<file path="config.mk">
export PLATFORM = sky130hd
export DESIGN_NAME = stopwatch_counter
export DESIGN_NICKNAME = d
export VERILOG_FILES = /design/src/rtl/stopwatch_pkg.sv /design/src/rtl/bcd_mod60.sv /design/src/rtl/stopwatch_counter.sv
export SDC_FILE = /design/constraint.sdc
export NUM_CORES = 1
export LEC_CHECK = 0
export ABC_AREA = 1
export BUFFER_PORTS_ARGS = -buffer_cell sky130_fd_sc_hd__buf_2
export CORE_MARGIN = 2
export CORE_UTILIZATION = 46
export CTS_CLUSTER_DIAMETER = 30
export DETAILED_ROUTE_END_ITERATION = 10
export HOLD_SLACK_MARGIN = 0.03
export MAX_ROUTING_LAYER = met4
export PLACE_DENSITY = 0.79
export SLEW_MARGIN = 0
export SYNTH_ARGS = -nofsm -noshare
export SYNTH_HDL_FRONTEND = slang
export SYNTH_SLANG_ARGS = --single-unit
</file>
<file path="constraint.sdc">
create_clock -name clk -period 1.8 [get_ports clk]
set_input_delay 0.54 -clock clk [delete_from_list [all_inputs] [get_ports clk]]
set_output_delay 0.54 -clock clk [all_outputs]
set_load 0.02 [all_outputs]
</file>
<file path="src/rtl/stopwatch_pkg.sv">
// Shared constants and state encoding for the stopwatch minutes:seconds counter.
// Digit limits are fixed: BCD ones 0..9, tens 0..5.
package stopwatch_pkg;

    localparam int TENS_W = 3;
    localparam int ONES_W = 4;

    localparam logic [TENS_W-1:0] TENS_MAX = 3'd5;
    localparam logic [ONES_W-1:0] ONES_MAX = 4'd9;

    typedef enum logic {
        ST_RUN    = 1'b0,
        ST_PAUSED = 1'b1
    } run_state_t;

endpackage

</file>
<file path="src/rtl/bcd_mod60.sv">
// Two-digit BCD modulo-60 counter field; steps once per cycle that en is high.
// carry flags the terminal value 59 so the owner can chain or detect a wrap.
module bcd_mod60
    import stopwatch_pkg::*;
(
    input  logic              clk,
    input  logic              rst,
    input  logic              en,
    output logic [TENS_W-1:0] tens,
    output logic [ONES_W-1:0] ones,
    output logic              carry
);

    logic              ones_roll;
    logic [ONES_W-1:0] ones_next;
    logic [TENS_W-1:0] tens_next;

    assign ones_roll = (ones == ONES_MAX);
    assign carry     = (tens == TENS_MAX) && ones_roll;

    // An out-of-range digit is forced to 0 on the next step; only a genuine
    // 9 -> 0 rollover of the ones digit advances the tens digit.
    always_comb begin
        ones_next = (ones >= ONES_MAX) ? '0 : ones + 4'd1;
        tens_next = tens;
        if (tens > TENS_MAX) begin
            tens_next = '0;
        end else if (ones_roll) begin
            tens_next = (tens == TENS_MAX) ? '0 : tens + 3'd1;
        end
    end

    always_ff @(posedge clk) begin
        if (rst) begin
            tens <= '0;
            ones <= '0;
        end else if (en) begin
            tens <= tens_next;
            ones <= ones_next;
        end
    end

endmodule

</file>
<file path="src/rtl/stopwatch_counter.sv">
// BCD mm:ss stopwatch counter with run/pause control, 1 Hz normal counting,
// 2 Hz per-field adjust, and a one-cycle wrap pulse on 59:59 -> 00:00.
module stopwatch_counter
    import stopwatch_pkg::*;
(
    input  logic              clk,
    input  logic              rst,
    input  logic              tick1Hz,
    input  logic              tick2Hz,
    input  logic              adj,
    input  logic              sel,
    input  logic              pauseReq,
    output logic [TENS_W-1:0] m10,
    output logic [ONES_W-1:0] m1,
    output logic [TENS_W-1:0] s10,
    output logic [ONES_W-1:0] s1,
    output logic              paused,
    output logic              wrap
);

    run_state_t state;

    logic running;
    logic normal_step;
    logic adjust_step;
    logic sec_en;
    logic min_en;
    logic sec_carry;
    logic min_carry;

    // Ticks are qualified by the pre-toggle state, so a pause request in the
    // same cycle as a tick still lets that tick count when leaving RUN.
    assign running     = (state == ST_RUN);
    assign normal_step = running && !adj && tick1Hz;
    assign adjust_step = running &&  adj && tick2Hz;

    assign sec_en = normal_step || (adjust_step && sel);
    assign min_en = (normal_step && sec_carry) || (adjust_step && !sel);

    bcd_mod60 u_seconds (
        .clk   (clk),
        .rst   (rst),
        .en    (sec_en),
        .tens  (s10),
        .ones  (s1),
        .carry (sec_carry)
    );

    bcd_mod60 u_minutes (
        .clk   (clk),
        .rst   (rst),
        .en    (min_en),
        .tens  (m10),
        .ones  (m1),
        .carry (min_carry)
    );

    always_ff @(posedge clk) begin
        if (rst) begin
            state  <= ST_RUN;
            paused <= 1'b0;
            wrap   <= 1'b0;
        end else begin
            wrap <= normal_step && sec_carry && min_carry;
            if (pauseReq) begin
                case (state)
                    ST_RUN: begin
                        state  <= ST_PAUSED;
                        paused <= 1'b1;
                    end
                    default: begin
                        state  <= ST_RUN;
                        paused <= 1'b0;
                    end
                endcase
            end
        end
    end

endmodule

</file>
# After elaboration in Yosys (flattened, before gate mapping)
# Index checks and enable logic that the tools add are counted.
[op_classes]
eq_ne = 4
n_addsub = 4
n_bitwise = 1
n_mux = 9
reduce_logical = 18
order_cmp = 4
[op_table]
columns = ["operator", "count"]
rows = [
  ["3-bit 2-to-1 mux", 6],
  ["1-bit logical AND", 10],
  ["4-bit by 1-bit adder with 4-bit output (second input constant)", 2],
  ["4-bit equality test (second input constant)", 2],
  ["4-bit >= comparator (second input constant)", 2],
  ["4-bit 2-to-1 mux", 2],
  ["3-bit by 1-bit adder with 3-bit output (second input constant)", 2],
  ["3-bit equality test (second input constant)", 2],
  ["3-bit greater-than comparator (second input constant)", 2],
  ["2-bit AND reduction", 2],
  ["2-bit nonzero test", 2],
  ["1-bit logical NOT", 2],
  ["1-bit logical OR", 2],
  ["1-bit 2-to-1 mux", 1],
  ["1-bit NOT", 1],
]
[totals]
elab_cells = 46
ff_bits = 16
out_inout_bits = 16
input_bits = 7

# Depth between registers and ports, before layout
# Gate-level depths: netlist of the first run.
[depth]
word_depth = 6
ltp_mapped = 11
ltp_nobuf = 10

# Modules after synthesis
# A second synthesis of the first run with hierarchy kept.
[unflattened]
cells_unflattened = 125
area_unflattened_um2 = 920.9
[modules_own_cells]
columns = ["module", "instances", "cells_per_inst", "area_each_um2", "seq_area_each_um2"]
rows = [
  ["bcd_mod60", 2, 53, 402.9, 140.1],
  ["stopwatch_counter", 1, 19, 115.1, 40.0],
]

# Least setup slack after synthesis of the first run
# OpenSTA, ideal clock, no wires.
[synth_timing]
kind = "reg-to-reg"
from = "register u_seconds.ones[0]"
to = "register u_minutes.ones[0]"
required_time_ps = 1691
arrival_ps = 1353
n_path_buf = 1
setup_time_ps = 109
setup_slack_ps = 338
path_stages_with_launch = 10
period_less_slack_ps = 1462
path_cell_list = "dfxtp_1 ha_1 nand2_1 nor2_2 nand3_2 nand2_2 buf_6 o21ai_0 nand2_1 nor2_2"
[synth_between]
elab_chain_len = 4
[synth_lines]
columns = ["item", "line_no", "rtl"]
rows = [
  ["start: declaration", "bcd_mod60.sv:10", "output logic [ONES_W-1:0] ones,"],
  ["start signal: assignment", "bcd_mod60.sv:39", "ones <= ones_next;"],
  ["4-bit equality test", "bcd_mod60.sv:18", "assign ones_roll = (ones == ONES_MAX);"],
  ["1-bit logical AND", "bcd_mod60.sv:19", "assign carry = (tens == TENS_MAX) && ones_roll;"],
  ["1-bit logical AND", "stopwatch_counter.sv:38", "assign min_en = (normal_step && sec_carry) || (adjust_step && !sel);"],
  ["1-bit logical OR", "stopwatch_counter.sv:38", ""],
  ["end signal: assignment", "bcd_mod60.sv:39", ""],
  ["end: declaration", "bcd_mod60.sv:10", ""],
]
# No other way between the ends.
# A chain may end at the register's enable or synchronous reset.

# Worst setup path after layout of the first run
[layout_timing]
from = "register u_seconds.ones[1]"
to = "register u_minutes.tens[0]"
[layout_between]
elab_chain_len = 5
[layout_lines]
columns = ["item", "line_no", "rtl"]
rows = [
  ["4-bit equality test", "bcd_mod60.sv:18", ""],
  ["1-bit logical AND", "bcd_mod60.sv:19", ""],
  ["1-bit logical AND", "stopwatch_counter.sv:38", ""],
  ["1-bit logical OR", "stopwatch_counter.sv:38", ""],
  ["2-bit AND reduction (no line)", "n/a", ""],
  ["end signal: assignment", "bcd_mod60.sv:38", "tens <= tens_next;"],
  ["end: declaration", "bcd_mod60.sv:9", "output logic [TENS_W-1:0] tens,"],
]
# No other way between the ends.

==> results of run 1 <==
==> power by group through the flow <==
stage	Combinational (uW)	Clock, uW	Sequential, uW
floorplan	51.3	0	393
global placement	88.0	0	382
detailed placement	91.5	0	383
CTS	91.9	240	375
global route	103	261	377
finish	90.9	236	375
==> per-stage QoR <==
stage	utilization	hold WS (ps)	std cells	total power (uW)
2_1_floorplan	-	576	131	444
3_3_place_gp	0.545	520	179	470
3_5_place_dp	0.545	532	179	475
4_1_cts	0.564	479	183	707
5_1_grt	0.564	483	183	741
6_report	0.564	480	183	701
==> cells in the mapped netlist (2+ instances only) <==
library cell | n | area (um^2)
nand2_2 | 4 | 25.0
nand2_1 | 30 | 113
a21oi_1 | 11 | 55.1
nor2_2 | 4 | 25.0
dfxtp_1 | 16 | 320
inv_1 | 14 | 52.6
nand4_1 | 2 | 12.5
o21ai_0 | 8 | 40.0
xor2_1 | 2 | 17.5
nor2_1 | 15 | 56.3
nand3_1 | 9 | 45.0
inv_2 | 2 | 7.51
nor3_1 | 2 | 10.0
ha_1 | 6 | 75.1
==> area by class of cell <==
type	count	share of cell area
multi-input combinational	98	0.477
timing repair buffer	22	0.103
inverter	16	0.0560
clock buffer	4	0.0338
sequential	16	0.299
tap	27	0.0315
==> worst register-to-register path, delay by kind of cell (launching register included) <==
kind / cells / cell delay, ps
simple gates: 8 / 800
flops: 1 / 340
fa+ha+maj: 1 / 180
buf+inv: 1 / 130
==> cells by family after synthesis <==
logic type	Yosys count	synth area share
buf+inv	17	0.0789
fa+ha+maj	6	0.0831
xor+xnor	3	0.0291
simple gates	68	0.335
compound gates	21	0.119
flops	16	0.355
==> state kept, by name, indices dropped and copies added (netlist names) <==
| name | count |
|---|---|
| u_minutes.ones | 4 |
| u_seconds.ones | 4 |
| u_minutes.tens | 3 |
| u_seconds.tens | 3 |
| state | 1 |
| wrap | 1 |
==> per-layer routing <==
| layer | share of wire | GRT usage |
|---|---|---|
| met1 | 0.45 | 0.215 |
| met5 | 0 | - |
| met2 | 0.48 | 0.289 |
| met3 | 0.062 | 0.0370 |
| met4 | 0.0074 | 0.0429 |
==> how the worst min path moves through the flow <==
| stage | start | to | slack (ps) | depth (start not counted) |
|---|---|---|---|---|
| 4_1_cts | rst | u_minutes.ones[0]$_SDFFE_PP0P_ | 480 | 2 |
| 6_report | rst | u_minutes.ones[0]$_SDFFE_PP0P_ | 480 | 2 |
| 3_5_place_dp | u_seconds.ones[0]$_SDFFE_PP0P_ | u_seconds.ones[0]$_SDFFE_PP0P_ | 530 | 2 |
| 2_1_floorplan | u_seconds.ones[0]$_SDFFE_PP0P_ | u_seconds.ones[0]$_SDFFE_PP0P_ | 580 | 2 |
| 3_3_place_gp | u_seconds.tens[0]$_SDFFE_PP0P_ | u_seconds.tens[0]$_SDFFE_PP0P_ | 520 | 2 |
| 5_1_grt | rst | u_minutes.ones[0]$_SDFFE_PP0P_ | 480 | 2 |
==> flow_summary.ini, run 1 <==
[clock_network]
cts.sinks = 16
cts_buffers = 3
cts_resized = 0
cts_tree = yes
htreeDepth = 1
root_buffer = clkbuf_4
path_clk_slew_ps = 100
clockBufferDepth = 2
post_cts_buffers = 0
cts_hold_repair.buffers = 0
clock_latency_ps = 280

[power_and_ir_drop]
power.internal_uw = 519
switching_power_uw = 183
ir_worst_vdd_mv = 0.394
p_per_area_nw_per_um2 = 654
p_comb_frac = 0.130
total_leakage_power_uw = 0.000515
power.share.clock = 0.336
switching_share = 0.261
share_seq_of_total_power = 0.534

[worst_setup_path]
end_kind = flip-flop
crit_family = simple AND/OR/NAND/NOR gates
crit_cells = 10
crit_end = u_minutes.tens[0]$_SDFFE_PP0P_
rr_worst_depth = 10
setup.worst_path.class = reg -> reg
r2r_end = u_minutes.tens[0]$_SDFFE_PP0P_
arrival_ps = 1730
crit_fanout = 11
critPathMaxStageDelay_ps = 340
crit_path_top_delay_cell = dfxtp_1
r2r_slack_ps = 290
cp_cell_sequence = inv_1 > ha_1 > nand2_1 > nor2_2 > nand3_2 > nand2_2 > nand2_1 > nand2_1 > nand2_1 > nor2_1
startpoint_type = flip-flop
r2r-start = u_seconds.ones[1]$_SDFFE_PP0P_
startpoint = u_seconds.ones[1]$_SDFFE_PP0P_
worstPathRequired_ps = 2020
cp_common_cell = nand2_1
path_buf_inv = 1

[logic_synthesis]
syn_inst = 131
synth-edff-count = 0
syn_area_um2 = 903
ys.flop_type = dfxtp_1
synth-async-reset-ratio = 0
synth.distinct_cells = 20
ys_seq_area_frac = 0.355
yosysWarningCount = 0
syn-num-nets = 144
synth_area_per_cell_um2 = 6.90
ys_ff_latch = 16

[sta]
finalCriticalPeriod_ps = 1510
rsz0062_at_grt = false
maxSlewHeadroom = 0.811
setup_violations = 0
min_period_over_period = 0.839
worst_pin_slew_ps = 281
tns_ps = 0
timing.final.max_slew_violations = 0
finalWorstSetupSlack_ps = 289
skew_ps = 1.03
finalHoldViolCount = 0
fmax_mhz = 662

[floorplanning]
placementRows = 16
ioPinCount = 23
start_util = 0.475
fp.dieH_um = 48.3
dieArea_um2 = 2330
die_w_um = 48.3
core-area_um2 = 1900

[layout]
final_cell_area_um2 = 1070
final_common_cell = nand2_1
seq_area_um2 = 320
diodes = 0
syn_to_final_growth_pct = 18.7
final_layout_size_suffix_gt1_frac = 0.244
mostFrequentLayoutCells = 30 x nand2_1, 22 x buf_2, 16 x dfxtp_1, 15 x nor2_1, 14 x inv_1
multi_input_area_um2 = 512
nets = 170
fill_cells = 191

[placed_design]
port_buffers = 22
dp_hpwl_um = 1490
post_dp_cell_area_um2 = 1040
gp_congestion = 0.816
dp_slack_ps = 287

[grt]
grt_max_degree = 12
grt_pass1_wl_um = 3170
antenna_found_initial = 0
overflow = 0
grt_usage = 0.173
grt_pass1_vias = 755

[job]
maxCapViolCount = 0

[hold_path]
hp-class = in -> reg

[route]
wl_per_cell_um = 10.3
drt_wl_total_um = 1890
drtPass1Iterations = 4
ant_nets = 0
route.detailed.drc = 0
drtIter0Drc = 18
viasPerCell = 4.96
num_vias = 908

[outcome]
outcome = finished, final reports clean
(Power assumes the default switching activity.)
==> inputs of run 2 (changes only) <==
- ABC_AREA: 1 -> 0
- PLACE_DENSITY: 0.79 -> 0.78
- clock period: 1.8 -> 1.55 ns (I/O delays scaled with it)
==> run 2 against run 1 <==
Core utilization up 5.1 points; combinational power up 82%; power up 16%; die area up 3.3%; global-route usage up 1.2 points; highest routed layer unchanged; clock-buffer cell count down 1.
==> flow_summary.ini, run 2 <==
[grt]
grt_pass1_vias = 782
grt_usage = 0.185
antenna_found_initial = 0
grt_max_degree = 16
grt_pass1_wl_um = 3360
overflow = 0

[layout]
fill_cells = 185
seq_area_um2 = 325
diodes = 0
multi_input_area_um2 = 597
final_cell_area_um2 = 1190
largestRegisters = u_minutes.ones (4), u_seconds.ones (4)
syn_to_final_growth_pct = 27.5
nets = 152
postLayoutCoreUtil = 0.615
final_layout_size_suffix_gt1_frac = 0.380
final_common_cell = buf_2
mostFrequentLayoutCells = 22 x buf_2, 12 x nor2_1, 12 x dfxtp_1, 11 x buf_4, 8 x a21oi_1

[placed_design]
port_buffers = 22
dp_hpwl_um = 1530
post_dp_cell_area_um2 = 1130
gp_congestion = 0.733

[logic_synthesis]
syn_inst = 105
yosysTopAreaCell = dfxtp_1
synth-edff-count = 0
ys.flop_type = dfxtp_1
synth.distinct_cells = 40
synth_area_per_cell_um2 = 8.91
synth.top_cell.area_share = 0.342
synth_most_common_cell = dfxtp_1
ys_seq_area_frac = 0.342
syn_area_um2 = 936
synth-async-reset-ratio = 0
synth_top_cells_by_count = 16 x dfxtp_1, 12 x nor2_1, 9 x a21oi_1
synth_area_leaders = dfxtp_1 34%, ha_1 8.0%, a21oi_1 4.8%
syn-num-nets = 118
yosysWarningCount = 0
ys_ff_latch = 16

[clock_network]
path_clk_slew_ps = 90
htreeDepth = 1
cts_buffers = 3
clockBufferDepth = 2
cts_tree = yes
cts.sinks = 16
cts_hold_repair.buffers = 0
root_buffer = clkbuf_4
clock_latency_ps = 280

[floorplanning]
core-area_um2 = 1940
die_w_um = 49.1
dieArea_um2 = 2410
ioPinCount = 23
start_util = 0.482
placementRows = 16
fp.dieH_um = 49.1

[power_and_ir_drop]
power.share.clock = 0.260
total_leakage_power_uw = 0.000505
p_per_area_nw_per_um2 = 684
switching_power_uw = 229
power.internal_uw = 588
ir_worst_vdd_mv = 0.635
share_seq_of_total_power = 0.538
p_comb_frac = 0.202
total_power_uw = 817
switching_share = 0.280

[sta]
finalCriticalPeriod_ps = 1490
maxSlewHeadroom = 0.795
fmax_mhz = 670
skew_ps = 4.97
timing.final.max_slew_violations = 0
worst_pin_slew_ps = 308
worst_hold_slack_ps = 441
setup_violations = 0
finalHoldViolCount = 0
rsz0062_at_grt = true
min_period_over_period = 0.963

[worst_setup_path]
cp_cell_sequence = inv_1 > ha_2 > and4b_1 > a31o_2 > o21ai_1 > a32o_1
critPathMaxStageDelay_ps = 320
startpoint_type = flip-flop
arrival_ps = 1680
setup.worst_path.class = reg -> reg
crit_fanout = 10
worstPathRequired_ps = 1730
crit_path_top_delay_cell = dfxtp_2
end_kind = flip-flop

[route]
met1Wirelength_um = 893
routed.top_layer = met4
ant_nets = 0
met2RoutedLength_um = 1040
route.detailed.drc = 0
drtPass1Iterations = 4
wl_per_cell_um = 12.6
num_vias = 885
drtIter0Drc = 21
viasPerCell = 5.40
wl_met3_um = 112
drt_wl_total_um = 2070

[outcome]
outcome = finished, final reports clean

[job]
maxCapViolCount = 0

[hold_path]
hp-class = in -> reg
[run 2: metrics by stage]
| stage | setup TNS [ps] | setup slack, ps | cells |
|---|---|---|---|
| after floorplan | 0 | 7.62 | 105 |
| after global placement | -45.9 | -35.6 | 161 |
| after detailed placement | -297 | -65.9 | 161 |
| after CTS | 0 | 43.2 | 164 |
| after global routing | -0.968 | -0.552 | 164 |
| final | 0 | 56.7 | 164 |
[run 2: final cells by class]
cell class	instances	share of cell area
clock buffer	3	0.0189
timing repair buffer	33	0.161
sequential	16	0.273
multi-input combinational	79	0.500
inverter	6	0.0189
tap	27	0.0283
[run 2: power by group through the flow]
stage	Clock (uW)	Combinational, uW	Sequential, uW
after floorplan	0	90.7	460
after global placement	0	147	448
after detailed placement	0	154	449
after CTS	220	158	439
after global routing	235	180	442
final	213	165	439
[run 2: timing repair]
item / CTS / global route
cloned: 0 / 0
buffers inserted: 0 / 0
gates resized for setup: 3 / 5
setup endpoints to repair: 4 / 10
pin swaps: 0 / 2
hold endpoints to repair: 0 / 0
[run 2: kinds of logic (layout without fill, tap and decap cells)]
kind of cell               Yosys count  count (layout)  synth area share
and+or+nand+nor                     40              40             0.277
AOI/OAI and AO/OA                   29              29             0.205
DFF                                 16              16             0.342
buffers and inverters               10              42            0.0575
adders and majority gates            6               6            0.0802
xor gates and xnor gates             3               3            0.0281
muxes                                1               1            0.0107
[run 2: final timing paths]
path,startpoint,end,slack [ps],cells after the start
worst max-delay path,u_seconds.ones[1]$_SDFFE_PP0P_,u_minutes.ones[2]$_SDFFE_PP0P_,60,6
worst min register to register,u_minutes.ones[0]$_SDFFE_PP0P_,u_minutes.ones[3]$_SDFFE_PP0P_,520,2
worst min-delay path,pauseReq,state$_SDFFE_PP0P_,440,3
worst max register to register,u_seconds.ones[1]$_SDFFE_PP0P_,u_minutes.ones[2]$_SDFFE_PP0P_,60,6
[run 2: layer usage]
layer  up-vias  track usage
li1        450            -
met1       404        0.199
met2        27        0.331
met3         4       0.0583
met4         0       0.0381
met5         -            -
[run 2: worst max-delay path, delay by kind of cell, from the launching register on]
family	cells	cell delay, ps
simple gates	1	230
compound gates	3	570
flops	1	320
fa+ha+maj	1	200
buf+inv	1	80
